## src/rtl/alu_pkg.sv

```systemverilog
// Shared definitions for the ALU subtract path.
//   ALU_DATA_W    default operand/result width
//   ALU_MAX_REQ   largest number of requesters an arbiter may serve
//   alu_rsp_t     packed response record {dif, ovf, id} at default width
//   rsp_state_e   response-register occupancy (EMPTY / FULL)
package alu_pkg;

  localparam int ALU_DATA_W   = 64;
  localparam int ALU_MAX_REQ  = 8;
  localparam int ALU_MAX_ID_W = $clog2(ALU_MAX_REQ);

  typedef struct packed {
    logic [ALU_DATA_W-1:0]   dif;
    logic                    ovf;
    logic [ALU_MAX_ID_W-1:0] id;
  } alu_rsp_t;

  typedef enum logic {
    RSP_EMPTY = 1'b0,
    RSP_FULL  = 1'b1
  } rsp_state_e;

endpackage

```

## src/rtl/rr_pick.sv

```systemverilog
// Round-robin priority search.
//   req_valid : per-requester request
//   ptr       : index with highest priority this cycle
//   grant     : one-hot grant (all zero when nothing is requested)
//   grant_idx : binary index of the granted requester
//   grant_any : some requester was granted
module rr_pick #(
  parameter int NUM_REQ = 4,
  parameter int ID_W    = $clog2(NUM_REQ)
) (
  input  logic [NUM_REQ-1:0] req_valid,
  input  logic [ID_W-1:0]    ptr,
  output logic [NUM_REQ-1:0] grant,
  output logic [ID_W-1:0]    grant_idx,
  output logic               grant_any
);

  int             j;
  logic [ID_W-1:0] j_idx;

  // Walk from the lowest priority (ptr + NUM_REQ - 1) down to ptr so the
  // last hit, i.e. the one closest to ptr, wins.
  always_comb begin
    grant     = '0;
    grant_idx = '0;
    grant_any = 1'b0;
    j         = 0;
    j_idx     = '0;
    for (int k = NUM_REQ - 1; k >= 0; k--) begin
      j = int'(ptr) + k;
      if (j >= NUM_REQ) j = j - NUM_REQ;
      j_idx = ID_W'(j);
      if (req_valid[j_idx]) begin
        grant        = '0;
        grant[j_idx] = 1'b1;
        grant_idx    = j_idx;
        grant_any    = 1'b1;
      end
    end
  end

endmodule

```

## src/rtl/subtractor.sv

```systemverilog
// Combinational DATA_W-bit subtractor.
//   a, b : minuend, subtrahend
//   dif  : a - b modulo 2^DATA_W
//   ovf  : signed two's-complement overflow of a - b
module subtractor #(
  parameter int DATA_W = 64
) (
  input  logic [DATA_W-1:0] a,
  input  logic [DATA_W-1:0] b,
  output logic [DATA_W-1:0] dif,
  output logic              ovf
);

  assign dif = a - b;
  // Overflow only possible when operand signs differ and the result sign
  // disagrees with the minuend.
  assign ovf = (a[DATA_W-1] != b[DATA_W-1]) && (dif[DATA_W-1] != a[DATA_W-1]);

endmodule

```

## src/rtl/sub_arbiter.sv

```systemverilog
// Round-robin arbiter sharing one subtractor among NUM_REQ requesters.
//   clk, rst   : clock, synchronous active-high reset
//   req_valid  : per-requester request valid
//   req_a/b    : operands, requester i at [i*DATA_W +: DATA_W]
//   req_ready  : one-hot grant
//   rsp_valid  : response register is FULL
//   rsp_dif    : a - b of the captured operation
//   rsp_ovf    : signed overflow of the captured operation
//   rsp_id     : requester that issued the captured operation
//   rsp_ready  : consumer takes the response this cycle
//
// Handshakes: a transfer happens on a rising edge where valid & ready are
// both high. req_ready may depend combinationally on req_valid and
// rsp_ready; requesters must not make req_valid depend on req_ready and must
// hold valid/operands until granted. rsp_* stay bit-stable while
// rsp_valid & !rsp_ready.
module sub_arbiter
  import alu_pkg::*;
#(
  parameter int DATA_W  = alu_pkg::ALU_DATA_W,
  parameter int NUM_REQ = 4,
  parameter int ID_W    = $clog2(NUM_REQ)
) (
  input  logic                      clk,
  input  logic                      rst,
  input  logic [NUM_REQ-1:0]        req_valid,
  input  logic [NUM_REQ*DATA_W-1:0] req_a,
  input  logic [NUM_REQ*DATA_W-1:0] req_b,
  output logic [NUM_REQ-1:0]        req_ready,
  output logic                      rsp_valid,
  output logic [DATA_W-1:0]         rsp_dif,
  output logic                      rsp_ovf,
  output logic [ID_W-1:0]           rsp_id,
  input  logic                      rsp_ready
);

  rsp_state_e        state_q, state_d;
  logic [ID_W-1:0]   ptr_q, ptr_d;
  logic [DATA_W-1:0] dif_q, dif_d;
  logic              ovf_q, ovf_d;
  logic [ID_W-1:0]   id_q, id_d;

  logic [NUM_REQ-1:0] grant;
  logic [ID_W-1:0]    grant_idx;
  logic               grant_any;
  logic               accept;
  logic               hs;
  logic [DATA_W-1:0]  op_a, op_b, sub_dif;
  logic               sub_ovf;

  rr_pick #(
    .NUM_REQ (NUM_REQ),
    .ID_W    (ID_W)
  ) u_rr_pick (
    .req_valid (req_valid),
    .ptr       (ptr_q),
    .grant     (grant),
    .grant_idx (grant_idx),
    .grant_any (grant_any)
  );

  // The response slot can take new data if empty or draining this cycle,
  // which gives back-to-back throughput without bubbles.
  assign accept    = (state_q == RSP_EMPTY) || rsp_ready;
  assign req_ready = (accept && !rst) ? grant : '0;
  assign hs        = accept && !rst && grant_any;

  always_comb begin
    op_a = '0;
    op_b = '0;
    for (int i = 0; i < NUM_REQ; i++) begin
      if (grant_idx == ID_W'(i)) begin
        op_a = req_a[i*DATA_W +: DATA_W];
        op_b = req_b[i*DATA_W +: DATA_W];
      end
    end
  end

  subtractor #(
    .DATA_W (DATA_W)
  ) u_subtractor (
    .a   (op_a),
    .b   (op_b),
    .dif (sub_dif),
    .ovf (sub_ovf)
  );

  always_comb begin
    state_d = state_q;
    ptr_d   = ptr_q;
    dif_d   = dif_q;
    ovf_d   = ovf_q;
    id_d    = id_q;
    if (hs) begin
      state_d = RSP_FULL;
      dif_d   = sub_dif;
      ovf_d   = sub_ovf;
      id_d    = grant_idx;
      ptr_d   = (grant_idx == ID_W'(NUM_REQ - 1)) ? '0 : grant_idx + 1'b1;
    end else if ((state_q == RSP_FULL) && rsp_ready) begin
      state_d = RSP_EMPTY;
    end
  end

  always_ff @(posedge clk) begin
    if (rst) begin
      state_q <= RSP_EMPTY;
      ptr_q   <= '0;
      dif_q   <= '0;
      ovf_q   <= 1'b0;
      id_q    <= '0;
    end else begin
      state_q <= state_d;
      ptr_q   <= ptr_d;
      dif_q   <= dif_d;
      ovf_q   <= ovf_d;
      id_q    <= id_d;
    end
  end

  assign rsp_valid = (state_q == RSP_FULL);
  assign rsp_dif   = dif_q;
  assign rsp_ovf   = ovf_q;
  assign rsp_id    = id_q;

endmodule
```

## config.mk

```make
export PLATFORM = sky130hd
export DESIGN_NAME = sub_arbiter
export DESIGN_NICKNAME = d
export VERILOG_FILES = /design/src/rtl/alu_pkg.sv /design/src/rtl/rr_pick.sv /design/src/rtl/subtractor.sv /design/src/rtl/sub_arbiter.sv
export SDC_FILE = /design/constraint.sdc
export NUM_CORES = 1
export LEC_CHECK = 0
export CELL_PAD_IN_SITES_DETAIL_PLACEMENT = 1
export CELL_PAD_IN_SITES_GLOBAL_PLACEMENT = 1
export CORE_AREA = 5 5 224 226
export CTS_BUF_LIST = sky130_fd_sc_hd__clkbuf_2 sky130_fd_sc_hd__clkbuf_4 sky130_fd_sc_hd__clkbuf_8
export DETAILED_ROUTE_END_ITERATION = 7
export DIE_AREA = 0 0 229 231
export DONT_BUFFER_PORTS = 1
export GPL_ROUTABILITY_DRIVEN = 0
export MAX_ROUTING_LAYER = met4
export PLACE_DENSITY_LB_ADDON = 0.15
export SYNTH_ARGS = -nofsm -noshare
export SYNTH_HDL_FRONTEND = slang
export SYNTH_HIERARCHICAL = 1
export SYNTH_SLANG_ARGS = --single-unit
```

## constraint.sdc

```tcl
create_clock -name clk -period 7.4 [get_ports clk]
set_input_delay 0.37 -clock clk [delete_from_list [all_inputs] [get_ports clk]]
set_output_delay 0.37 -clock clk [all_outputs]
set_load 0.1 [all_outputs]
```

==> flow_summary.yaml, run 1 <==
place:
  io_buffers: 0
  dp_hpwl_mm: 39.72
  dp_cells: 1972
global_route:
  grt_pass1_vias: 11480
  antenna_found_initial: 4
  grt_pass1_wl_mm: 72.15
  gr-total-overflow: 0
  grt_max_degree: 130
  grt_usage_pct: 17.75
yosys:
  yosys-top-cells-area: "dfxtp_1 13%, a21oi_1 10%, a22oi_1 9.2%"
  avgSynthCellArea_um2: 7.212
  yosysWarnings: 6
  synth_cell_types: 73
  synth_enable_flop_cells: 0
  netlist.area_leader.share_pct: 13.41
  synth_cells: 1449
  ys_seq_elements: 70
  syn-cell-area_um2: 10450
  synth_fp_nets: 2044
  yosysSeqAreaShare_pct: 13.41
  synthArstFlopShare_pct: 0
  synth_top_cell_by_area: "dfxtp_1"
  synth-main-ff-cell: "dfxtp_1"
timing:
  finalHoldViolCount: 0
  rsz0062_at_grt: "no"
  setup_viol: 0
  fmax_mhz: 144.9
  post-route-period-util_pct: 93.23
  worst_pin_slew_ns: 1.195
  slew_viol_final: 0
  fin_tns_setup_ns: 0
  relSlewSlack_pct: 20.20
  fin_crit_ns: 6.899
  fin_skew_ns: 0.01147
floorplan:
  core_area_um2: 48140
  initial_utilization_pct: 21.71
  die_h_um: 231
  die_x_um: 229
  die_area_um2: 52900
  io_pins: 591
  rows: 81
setup_path:
  rr_worst_depth: 25
  crit_path_start_kind: "flip-flop"
  required_ns: 7.68
  path_class: "reg -> reg"
  r2r_end: "rsp_dif[63]"
  critPathArrivalTime_ns: 7.18
  endpoint_kind: "flip-flop"
  timing.rr.start: "ptr_q[0]"
  r2r_slack_ns: 0.50
  crit_start: "ptr_q[0]"
  worstPathMaxFanout: 20
min_path:
  hp-class: "in -> reg"
  min_delay_worst_endpoint: "rsp_valid"
  hold_path_depth: 3
  hp-start: "rsp_ready"
outcome:
  status: "finished clean"
clocking:
  h-tree-depth: 3
  cts.sinks: 70
  cts_buffers: 9
  clk_pin_slew_ns: 0.09
  cts_tree: "built"
  clock_path_buffers: 2
  clock_latency_ns: 0.40
  root_buffer: "clkbuf_8"
detailed_routing:
  wl_mm: 49.63
  drc: 0
  wl_per_cell_um: 24.78
  ant_nets: 0
  viasPerCell: 5.500
  dr.pass1.iters: 4
  first_iter_violations: 486
  vias: 11020
finish:
  finalNetCount: 1965
  nFillCells: 5859
  synthToLayoutAreaGrowth_pct: 8.944
  final_util_pct: 23.65
  layout.cells.non_filler: 2003
  layout-drive-gt1-share_pct: 11.05
job:
  maxCapViolCount: 0
-- critical path, cell delays in order, from the launching register on --
cell and delay, ns:
dfxtp_1 0.53, inv_1 0.20, ha_2 0.54, nor2_1 0.09, o221ai_1 0.17, o21ai_0 0.13, a211oi_2 0.47, inv_1 0.16
ha_1 0.43, nand2b_4 0.20, buf_12 0.17, buf_12 0.16, o22ai_1 0.09, a21oi_1 0.19, inv_1 0.07, ha_1 0.45
nand4_1 0.26, or3_1 0.47, nor4_1 0.29, nand3_1 0.15, o22ai_1 0.29, o21ai_1 0.20, a21oi_1 0.35, nor4b_1 0.10
a311o_1 0.33, mux2_2 0.26
-- layout by cell type (no fill, tap or decap), types with 15 or more instances in the layout --
cell type,count
o21ai_0,39
o21bai_1,15
nand4_1,18
nand3_1,16
o21a_1,15
xnor2_1,36
a21o_1,29
mux2_2,62
inv_1,90
nor2b_1,73
nand2_1,70
ha_1,72
a21oi_1,209
xor2_1,22
o22ai_1,128
buf_4,17
nor2_1,61
dfxtp_1,70
a22oi_1,128
-- flip-flops by register name (all words and copies together) (netlist names) --
register and flops:
rsp_valid 1, rsp_dif 64, rsp_ovf 1, ptr_q 2
rsp_id 2
-- metal layers --
| layer | track usage (%) | vias up | routed length [um] |
|---|---|---|---|
| met5 | - | - | 0 |
| met4 | 4.210 | 0 | 651 |
| met3 | 3.001 | 26 | 2520 |
| met2 | 28.85 | 319 | 23700 |
| met1 | 23.18 | 5391 | 22750 |
| li1 | - | 5280 | - |
-- cells by family (layout without fill, tap and decap cells) --
family                   count (synthesis)  count (layout)  synth area share [%]
AND/OR/NAND/NOR                        308             311                 15.22
buffers and inverters                  214             137                 8.501
other                                    0               6                     0
XOR/XNOR                                58              58                 4.861
flip-flops                              70              70                 13.41
AO/OA/AOI/OAI                          644             644                 39.74
adder cells (fa/ha/maj)                 76              76                 9.171
multiplexers                            79              79                 9.100
-- repair_timing --
action / 4_1_cts / 5_1_grt
buffers inserted: 0 / 5
setup endpoints to repair: 0 / 18
gates resized for setup: 0 / 8
hold buffers: 1 / 0
endpoints found under the hold margin: 1 / 0
-- area by class of cell --
cell class              count  area, um^2  share of cell area [%]
well taps                 622       778.2                   6.836
clock buffers              13       166.4                   1.462
flip-flops and latches     70        1401                   12.31
inverters                  91       344.1                   3.022
multi-input cells        1168        8259                   72.55
repair buffers             30       377.9                   3.319
clock inverters             3       42.54                  0.3737
diodes                      6       15.01                  0.1319
-- cells in the mapped netlist, types with 5 or more instances --
master and number:
a21oi_1 209, a22oi_1 128, o22ai_1 128, clkbuf_1 91
inv_1 91, ha_1 75, nor2b_1 74, dfxtp_1 70
nand2_1 70, mux2_2 62, nor2_1 62, o21ai_0 39
xnor2_1 36, a21o_1 29, xor2_1 22, buf_2 20
nand4_1 18, nand3_1 16, o21a_1 15, o21bai_1 15
a31oi_1 14, nand2b_1 13, nor3_1 13, o211ai_1 12
mux2_4 10, and2_1 9, a211oi_1 7, buf_6 7
and3_1 6, a21boi_0 5
-- how the worst max path moves through the flow --
stage | to | slack (ns)
4_1_cts | rsp_dif[61] | 0.09
3_5_place_dp | rsp_dif[61] | 0.17
2_1_floorplan | rsp_dif[54] | 1.37
6_report | rsp_dif[63] | 0.50
3_3_place_gp | rsp_dif[57] | 0.37
5_1_grt | rsp_dif[62] | 0.01
-- metrics by stage --
step	setup slack [ns]	hold WS (ns)	area, um^2
2_1_floorplan	1.368	0.5704	10450
3_3_place_gp	0.3652	0.4674	10990
4_1_cts	0.09317	0.1287	11210
5_1_grt	0.01036	0.1855	11380
3_5_place_dp	0.1672	0.4641	10990
6_report	0.5009	0.2074	11380
Power of run 1 is not shown: default switching activity piles up to over one toggle a cycle in this logic, so the estimate is an artifact.
==> inputs of run 2 (changes only) <==
- CELL_PAD_IN_SITES_DETAIL_PLACEMENT: 1 -> default
- CELL_PAD_IN_SITES_GLOBAL_PLACEMENT: 1 -> default
- CORE_AREA: 5 5 224 226 -> 5 5 225 227
- DIE_AREA: 0 0 229 231 -> 0 0 230 232
==> flow_summary.yaml, run 2 (synthesis results as in run 1) <==
outcome:
  status: "finished clean"
place:
  io_buffers: 0
  dp_hpwl_mm: 39.30
  pre_cts_ws_ns: 0.6608
finish:
  largest_reg_flops: 64
  final_util_pct: 23.03
  synthToLayoutAreaGrowth_pct: 6.740
  layout-drive-gt1-share_pct: 9.912
  regArea_um2: 1401
  finalNetCount: 1952
  multi_input_area_um2: 8198
  layout_common_cells: "209 x a21oi_1, 128 x a22oi_1, 128 x o22ai_1"
  nFillCells: 5431
  layout_commonest_cell: "a21oi_1"
global_route:
  gr-total-overflow: 0
  antenna_found_initial: 2
  grt_max_degree: 130
  grt_pass1_vias: 10790
  grt_usage_pct: 16.81
  grt-busiest-layer: "met2"
  use_met2_pct: 28.19
  grt_pass1_wl_mm: 67.99
  use_met3_pct: 3.081
  grt_util_met1_pct: 21.19
floorplan:
  rows: 81
  core_area_um2: 48440
  die_h_um: 232
  die_area_um2: 53360
  die_x_um: 230
  io_pins: 591
  initial_utilization_pct: 21.57
detailed_routing:
  viasPerCell: 5.544
  ant_nets: 0
  wl_per_cell_um: 23.95
  dr.pass1.iters: 5
  vias: 11010
  wl_mm: 47.56
  first_iter_violations: 825
  drc: 0
setup_path:
  worstPathMaxFanout: 65
  crit_path_end: "rsp_dif[56]"
  crit_start: "ptr_q[1]"
  rr_worst_depth: 22
  endpoint_kind: "flip-flop"
  r2r_end: "rsp_dif[56]"
  required_ns: 7.67
  path_class: "reg -> reg"
  crit_path_start_kind: "flip-flop"
  critPathArrivalTime_ns: 6.98
  timing.rr.start: "ptr_q[1]"
  r2r_slack_ns: 0.69
clocking:
  h-tree-depth: 3
  cts-resized-gates: 0
  post_cts_buffers: 0
  cts_tree: "built"
  cts_buffers: 9
  cts.sinks: 70
  root_buffer: "clkbuf_8"
  ctsHoldBuffers: 0
  clk_pin_slew_ns: 0.09
  clock_latency_ns: 0.37
  clock_path_buffers: 2
timing:
  fmax_mhz: 149.0
  slew_viol_final: 0
  worst_slack_ns: 0.6905
  setup_viol: 0
  post-route-period-util_pct: 90.67
  rsz0062_at_grt: "no"
  fin_skew_ns: 0.007907
  finalHoldViolCount: 0
  worst_pin_slew_ns: 1.147
  fin_crit_ns: 6.710
  relSlewSlack_pct: 23.43
  fin_tns_setup_ns: 0
min_path:
  hp-class: "in -> reg"
  hold_path_depth: 1
job:
  maxCapViolCount: 0
-- run 2: cell count changes in the layout (fill, tap and decap cells not counted), sizes merged --
| cell | delta |
|---|---|
| clkbuf | -3 |
| nand2b | -2 |
| clkinv | +1 |
| dlygate4sd3 | -1 |
| diode | -4 |
| inv | +1 |
| nor2 | -1 |
| buf | -9 |
| clkinvlp | +1 |
-- run 2: worst min path at each step --
stage	startpoint	to	slack (ns)
2_1_floorplan	rsp_ready	rsp_valid	0.57
3_3_place_gp	rst	rsp_valid	0.45
3_5_place_dp	rst	rsp_valid	0.46
4_1_cts	rst	rsp_valid	0.01
5_1_grt	rst	rsp_valid	0.03
6_report	rst	rsp_valid	0.06
-- run 2: critical path, cell delays in order, from the launching register on --
cell and delay (ns):
dfxtp_1 0.33, inv_1 0.15, ha_1 0.60, nor2_1 0.10, o221ai_1 0.16, o21ai_0 0.12, a211oi_2 0.43, ha_1 0.41
inv_4 0.23, buf_12 0.26, o22ai_1 0.30, a21oi_1 0.10, ha_1 0.45, nand4_1 0.16, or4_1 0.60, nor2_1 0.20
o311ai_2 0.24, a2111oi_4 0.64, o21ai_2 0.22, o21ai_1 0.24, a221oi_1 0.14, xnor2_1 0.18, mux2_2 0.28
-- run 2: through the flow --
step	cell area, um^2	std cells	hold WS, ns
after floorplan	10450	1449	0.5704
after global placement	10950	1968	0.4534
after detailed placement	10950	1968	0.4578
after CTS	11150	1984	0.01380
after global routing	11150	1986	0.02622
final	11150	1986	0.05989
-- run 2: final cells by class --
class                      instances  share of cell area (%)
multi-input combinational       1165                   73.49
sequential                        70                   12.56
tap                              622                   6.977
inverter                          91                   3.085
timing repair buffer              20                   2.019
clock buffer                      10                   1.178
clock inverter                     6                  0.6394
antenna                            2                 0.04487
-- run 2: routing by layer --
metal	routed length, um	part of all wire, %	vias to the layer above
li1	-	-	5258
met1	20530	43	5242
met2	23040	48	468
met3	3098	6.5	42
met4	886	1.9	0
met5	0	0	-
Power of run 2 is left out for the same reason.
==> inputs of run 3 (changes only) <==
- CTS_BUF_LIST: sky130_fd_sc_hd__clkbuf_2 sky130_fd_sc_hd__clkbuf_4 sky130_fd_sc_hd__clkbuf_8 -> sky130_fd_sc_hd__clkbuf_8
==> flow_summary.yaml, run 3 (synthesis results as in run 1) <==
floorplan:
  rows: 81
  die_x_um: 230
  initial_utilization_pct: 21.57
  io_pins: 591
  die_h_um: 232
  die_area_um2: 53360
  core_area_um2: 48440
min_path:
  hp-class: "in -> reg"
clocking:
  cts_buffers: 9
  h-tree-depth: 3
  root_buffer: "clkbuf_8"
  cts-resized-gates: 0
  cts.sinks: 70
  ctsHoldBuffers: 0
  clock_latency_ns: 0.37
  clock_path_buffers: 2
  post_cts_buffers: 0
  cts_tree: "built"
  clk_pin_slew_ns: 0.09
detailed_routing:
  viasPerCell: 5.543
  drc: 0
  ant_nets: 0
  wl_per_cell_um: 23.94
  wl_mm: 47.54
  vias: 11010
  first_iter_violations: 862
  dr.pass1.iters: 8
timing:
  relSlewSlack_pct: 23.43
  slew_viol_final: 0
  setup_viol: 0
  worst_pin_slew_ns: 1.147
  fin_crit_ns: 6.706
  fin_skew_ns: 0.008133
  fin_tns_setup_ns: 0
  finalHoldViolCount: 0
  fmax_mhz: 149.1
  post-route-period-util_pct: 90.62
  rsz0062_at_grt: "no"
global_route:
  gr-total-overflow: 0
  grt_usage_pct: 16.81
  grt_max_degree: 130
  grt_pass1_vias: 10790
  antenna_found_initial: 2
  grt_pass1_wl_mm: 67.98
setup_path:
  slowest_stage: "a2111oi_4"
  required_ns: 7.67
  crit_path_max_incr_delay_ns: 0.64
  endpoint_kind: "flip-flop"
  path_cells: "inv_1, ha_1, nor2_1, o221ai_1, o21ai_0, a211oi_2, ha_1, inv_4, buf_12, o22ai_1, a21oi_1, ha_1, nand4_1, or4_1, nor2_1, o311ai_2, a2111oi_4, o21ai_2, o21ai_1, a221oi_1, xnor2_1, mux2_2"
  path_class: "reg -> reg"
  worstPathMaxFanout: 65
  crit_top_cell: "ha_1"
  crit_path_start_kind: "flip-flop"
  critPathArrivalTime_ns: 6.98
finish:
  finalNetCount: 1952
  layout-drive-gt1-share_pct: 9.838
  largest_reg_flops: 64
  regArea_um2: 1401
  synthToLayoutAreaGrowth_pct: 6.705
  layout_common_cells: "209 x a21oi_1, 128 x a22oi_1, 128 x o22ai_1"
  layout_commonest_cell: "a21oi_1"
  nFillCells: 5428
  multi_input_area_um2: 8198
place:
  io_buffers: 0
  dp_hpwl_mm: 39.30
job:
  maxCapViolCount: 0
outcome:
  status: "finished clean"
==> run 3: area by class of cell <==
| cell class | count | share of cell area [%] |
|---|---|---|
| flip-flops and latches | 70 | 12.57 |
| clock inverters | 7 | 0.6732 |
| clock buffers | 9 | 1.111 |
| inverters | 91 | 3.086 |
| repair buffers | 20 | 2.020 |
| multi-input cells | 1165 | 73.52 |
| diodes | 2 | 0.04488 |
| well taps | 622 | 6.979 |
==> run 3: per-stage QoR <==
stage / area, um^2 / util (%) / std cells / hold WS (ns) / setup WS (ns)
after floorplan: 10450 / - / 1449 / 0.5704 / 1.368
after global placement: 10950 / 22.60 / 1968 / 0.4534 / 0.7240
after detailed placement: 10950 / 22.60 / 1968 / 0.4578 / 0.6608
after CTS: 11150 / 23.01 / 1984 / 0.01380 / 0.6214
after global routing: 11150 / 23.02 / 1986 / 0.02622 / 0.1870
final: 11150 / 23.02 / 1986 / 0.06071 / 0.6941
==> run 3: worst paths after layout <==
| check | start | to | slack [ns] | cells past startpoint |
|---|---|---|---|---|
| hold / removal | rst | rsp_valid | 0.06 | 1 |
| setup / recovery | ptr_q[1] | rsp_dif[56] | 0.69 | 22 |
| setup reg to reg | ptr_q[1] | rsp_dif[56] | 0.69 | 22 |
| hold reg to reg | rsp_dif[36] | rsp_dif[36] | 0.63 | 2 |
==> run 3: layer usage <==
layer,global-route usage (%),part of all wire (%)
met5,-,0
met4,3.848,1.9
met3,3.081,6.6
met2,28.18,48
met1,21.19,43
==> run 3: worst max-delay path: cells and delay by family (launching register included) <==
kind                     cells  cell delay (ns)
multiplexers                 1             0.28
buffers and inverters        3             0.63
XOR/XNOR                     1             0.18
flip-flops                   1             0.33
AND/OR/NAND/NOR              4             1.04
AO/OA/AOI/OAI               10             2.60
adder cells (fa/ha/maj)      3             1.46
Power of run 3 is left out for the same reason.
